## config.mk

```make
export PLATFORM = sky130hd
export DESIGN_NAME = fifo_rr_ctrl
export DESIGN_NICKNAME = d
export VERILOG_FILES = /design/src/rtl/fifo_rr_ctrl.sv
export SDC_FILE = /design/constraint.sdc
export NUM_CORES = 1
export LEC_CHECK = 0
export ABC_CLOCK_PERIOD_IN_PS = 3000
export BUFFER_PORTS_ARGS = -buffer_cell sky130_fd_sc_hd__buf_2
export CAP_MARGIN = 20
export CORE_MARGIN = 5
export CORE_UTILIZATION = 48
export DETAILED_ROUTE_END_ITERATION = 12
export MAX_ROUTING_LAYER = met4
export PLACE_DENSITY_LB_ADDON = 0.25
export SLEW_MARGIN = 5
export SYNTH_ARGS = -nofsm -noshare
export SYNTH_HDL_FRONTEND = slang
export SYNTH_SLANG_ARGS = --single-unit
```

## constraint.sdc

```tcl
create_clock -name clk -period 3 [get_ports clk]
set_input_delay 0.3 -clock clk [delete_from_list [all_inputs] [get_ports clk]]
set_output_delay 0.3 -clock clk [all_outputs]
set_load 0.01 [all_outputs]
```

## src/rtl/fifo_rr_ctrl.sv

```systemverilog
// Shared-FIFO controller: round-robin write arbitration across NREQ producers,
// single-consumer reads, registered pointers, occupancy and sticky error flags.
module fifo_rr_ctrl #(
  parameter int DEPTH = 8,
  parameter int AW    = 3,
  parameter int NREQ  = 2
) (
  input  logic            clk,
  input  logic            rst_n,
  input  logic [NREQ-1:0] wr_req,
  input  logic            rd_req,
  input  logic            clr_err,
  output logic [NREQ-1:0] wr_grant,
  output logic [2:0]      wr_sel,
  output logic            wr_en,
  output logic [AW-1:0]   wr_addr,
  output logic            rd_en,
  output logic [AW-1:0]   rd_addr,
  output logic            full,
  output logic            empty,
  output logic [AW:0]     count,
  output logic            ovf_err,
  output logic            udf_err
);

  localparam logic [AW:0] CNT_FULL = (AW+1)'(DEPTH);
  localparam logic [2:0]  LAST_RST = 3'(NREQ-1);

  logic [AW-1:0] wr_ptr_q, wr_ptr_d;
  logic [AW-1:0] rd_ptr_q, rd_ptr_d;
  logic [AW:0]   count_q, count_d;
  logic [2:0]    last_q, last_d;
  logic          ovf_q, ovf_d;
  logic          udf_q, udf_d;

  logic [NREQ-1:0] grant;
  logic [2:0]      sel;
  logic            found;

  assign full  = (count_q == CNT_FULL);
  assign empty = (count_q == '0);

  // Two passes give the wrap: indices above last first, then 0..last.
  always_comb begin
    grant = '0;
    sel   = '0;
    found = 1'b0;
    if (!full) begin
      for (int j = 0; j < NREQ; j++) begin
        if (!found && wr_req[j] && (j > int'(last_q))) begin
          grant[j] = 1'b1;
          sel      = 3'(j);
          found    = 1'b1;
        end
      end
      for (int j = 0; j < NREQ; j++) begin
        if (!found && wr_req[j] && (j <= int'(last_q))) begin
          grant[j] = 1'b1;
          sel      = 3'(j);
          found    = 1'b1;
        end
      end
    end
  end

  assign wr_grant = grant;
  assign wr_sel   = sel;
  assign wr_en    = found;
  assign rd_en    = rd_req & ~empty;
  assign wr_addr  = wr_ptr_q;
  assign rd_addr  = rd_ptr_q;
  assign count    = count_q;
  assign ovf_err  = ovf_q;
  assign udf_err  = udf_q;

  always_comb begin
    wr_ptr_d = wr_ptr_q;
    rd_ptr_d = rd_ptr_q;
    count_d  = count_q;
    last_d   = last_q;
    if (wr_en) begin
      wr_ptr_d = wr_ptr_q + 1'b1;
      last_d   = sel;
    end
    if (rd_en) begin
      rd_ptr_d = rd_ptr_q + 1'b1;
    end
    unique case ({wr_en, rd_en})
      2'b10:   count_d = count_q + 1'b1;
      2'b01:   count_d = count_q - 1'b1;
      default: count_d = count_q;
    endcase
  end

  // A new error event on the same edge as clr_err keeps the flag set.
  always_comb begin
    ovf_d = ovf_q;
    udf_d = udf_q;
    if (clr_err) begin
      ovf_d = 1'b0;
      udf_d = 1'b0;
    end
    if (full && (|wr_req)) begin
      ovf_d = 1'b1;
    end
    if (empty && rd_req) begin
      udf_d = 1'b1;
    end
  end

  always_ff @(posedge clk or negedge rst_n) begin
    if (!rst_n) begin
      wr_ptr_q <= '0;
      rd_ptr_q <= '0;
      count_q  <= '0;
      last_q   <= LAST_RST;
      ovf_q    <= 1'b0;
      udf_q    <= 1'b0;
    end else begin
      wr_ptr_q <= wr_ptr_d;
      rd_ptr_q <= rd_ptr_d;
      count_q  <= count_d;
      last_q   <= last_d;
      ovf_q    <= ovf_d;
      udf_q    <= udf_d;
    end
  end

endmodule

```

==> qor.yml <==
power:
  power_density_mw_per_mm2: 1031
  clkPwrFrac_pct: 11.9
  power.share.sequential_pct: 39.4
  swShare_pct: 41.59
  power.total_uw: 947.9
  power.internal_uw: 553.7
  p_sw_uw: 394.2
  power_leakage_nw: 0.4581
  ir_worst_vdd_mv: 0.5176
  combPwrFrac_pct: 48.7
clock_tree:
  clk-insertion-delay-late_ns: 0.29
  numCtsBuffers: 3
  clkTransAtPathRegs_ns: 0.09
  cts_setup_buffers: 0
  tritoncts: "done"
  h-tree-depth: 1
  clock-sinks: 13
  cts_buffer_depth: 2
  hold_buffers: 1
  ctsResizeCount: 0
  cts_root_buf: "clkbuf_4"
synth:
  postSynthCellCount: 71
  yosysSeqAreaShare_pct: 42.16
  synth_cell_types: 36
  synth-seq-cells: 13
  syn_area_um2: 774.5
  synth_warnings: 0
  synth-async-reset-ratio_pct: 100.0
  ys.flop_type: "dfrtp_1"
  synth-edff-count: 0
  avgSynthCellArea_um2: 10.91
timing:
  fmax_mhz: 377.7
  min_period_over_period_pct: 88.26
  drv_slew: 0
  rsz0062_at_grt: "no"
  finalClockSkew_ns: 0.01048
  hold_viol_final: 0
  setup_violations: 0
  tns_ns: 0
  fin_crit_ns: 2.648
  final.setup.worst_slack_ns: 0.3523
global_route:
  grt_max_degree: 14
  grt_pass1_vias: 648
  grt_usage_pct: 15.54
  antenna_found_initial: 0
  grt_overflow: 0
  grt_pass1_wl_um: 2932
placed_design:
  dp_slack_ns: 0.3618
  dp_hpwl_um: 1155
  placedInstanceArea_um2: 883.3
  port_buffers: 24
  globalplace.congestion: 0.7719
floorplan:
  coreArea_mm2: 0.001524
  io_pins: 27
  start_util_pct: 50.82
  die_area_mm2: 0.002517
  die_x_um: 50.17
  fp-row-count: 14
  die_h_um: 50.17
hold_path:
  min_path_cells: 2
  holdPathEnd: "udf_err"
  hold_start: "clr_err"
  min_path_type: "primary input to register"
drt:
  vias_per_cell: 5.438
  drt_iter0_markers: 5
  post_drt_wl_per_cell_um: 14.45
  vias: 609
  wl_um: 1618
  first_pass_iters: 4
  antenna_left: 0
  drc: 0
outcome:
  status: "finished, final reports clean"
critical_path:
  endpoint_kind: "register"
  r2r_end: "count[3]"
  required_ns: 3.16
  r2r_cells: 6
  rr_startpoint: "count[2]"
  regToRegSetupSlack_ns: 0.35
  arrival_ns: 2.81
  worstPathMaxFanout: 9
  worstSetupPathType: "register to register"
  worst_setup_path_start_kind: "register"
  crit_start: "count[2]"
layout:
  syn_to_final_growth_pct: 18.74
  layout.nets: 108
  diodes: 0
  drive_gt1_share_pct: 39.58
  fillers: 134
  finalInstanceArea_um2: 919.6
flow_run:
  cap_violations: 0
[power groups by stage]
stage / Sequential, mW / Clock (mW) / Combinational, mW
6_report: 0.374 / 0.113 / 0.461
4_1_cts: 0.374 / 0.113 / 0.471
3_3_place_gp: 0.366 / 0 / 0.451
2_1_floorplan: 0.378 / 0 / 0.314
3_5_place_dp: 0.374 / 0 / 0.463
5_1_grt: 0.395 / 0.132 / 0.521
[placed cells by master, fill, tap and decap left out, types with 2 or more instances in the layout]
cell / n
mux2_2: 2
xnor2_1: 4
a21oi_1: 5
inv_1: 6
buf_2: 24
ha_1: 5
xor2_1: 3
nor2_1: 2
clkbuf_4: 3
nand2_1: 4
dfrtp_1: 12
conb_1: 2
[stage by stage]
step	util [%]	cells	hold WS, ns
5_1_grt	60.34	112	0.2016
3_5_place_dp	57.96	107	0.2029
6_report	60.34	112	0.2084
4_1_cts	60.34	112	0.2156
2_1_floorplan	-	72	0.004409
3_3_place_gp	57.96	107	0.2031
[cell usage after synthesis, types with 2 or more instances]
library cell / count / area share, %
dfrtp_1: 12 / 39
inv_1: 6 / 2.9
a21oi_1: 5 / 3.2
ha_1: 5 / 8.1
nand2_1: 4 / 1.9
xnor2_1: 4 / 4.5
xor2_1: 3 / 3.4
buf_4: 2 / 1.9
mux2_2: 2 / 2.9
nor2_1: 2 / 0.97
[worst max-delay path, cell delays in order, from the launching register on]
cell       delay, ns
dfrtp_1         0.48
or4b_4          0.62
o21ai_4         0.13
ha_1            0.29
or3b_2          0.49
a2111oi_2       0.36
o221ai_1        0.16
[cell type report]
class                      count  area, um^2  area share (%)
inverter                       7       28.78           3.129
clock buffer                   4       26.28           2.857
sequential                    13       326.6           35.51
multi-input combinational     47       387.9           42.18
tap                           16       20.02           2.177
timing repair buffer          25       130.1           14.15
[how the worst max path moves through the flow]
| stage | to | depth (start not counted) |
|---|---|---|
| after floorplan | count[3] | 7 |
| after global placement | count[3] | 6 |
| final | count[3] | 6 |
| after detailed placement | count[3] | 6 |
| after global routing | count[3] | 6 |
| after CTS | count[3] | 6 |
[cell families (layout without fill, tap and decap cells)]
kind of cell	after synthesis	count (layout)	share of synthesized area [%]
AOI/OAI and AO/OA	14	14	14.38
adders and majority gates	5	5	8.078
muxes	4	4	6.138
buffers and inverters	12	36	8.238
xor gates and xnor gates	7	7	7.916
DFF	13	13	42.17
and+or+nand+nor	15	15	12.60
other	1	2	0.4842
[registers in the layout, indices dropped and copies added (netlist names)]
signal / count
count: 4
last_q: 1
ovf_err: 1
rd_addr: 3
udf_err: 1
wr_addr: 3
[routing by layer]
metal	global-route usage [%]	up-vias	part of all wire [%]
met4	7.860	0	2.2
li1	-	293	-
met5	-	-	0
met1	17.29	288	39
met2	25.94	23	50
met3	3.254	5	8.1
Note: power is estimated with default switching activity, not from simulation.
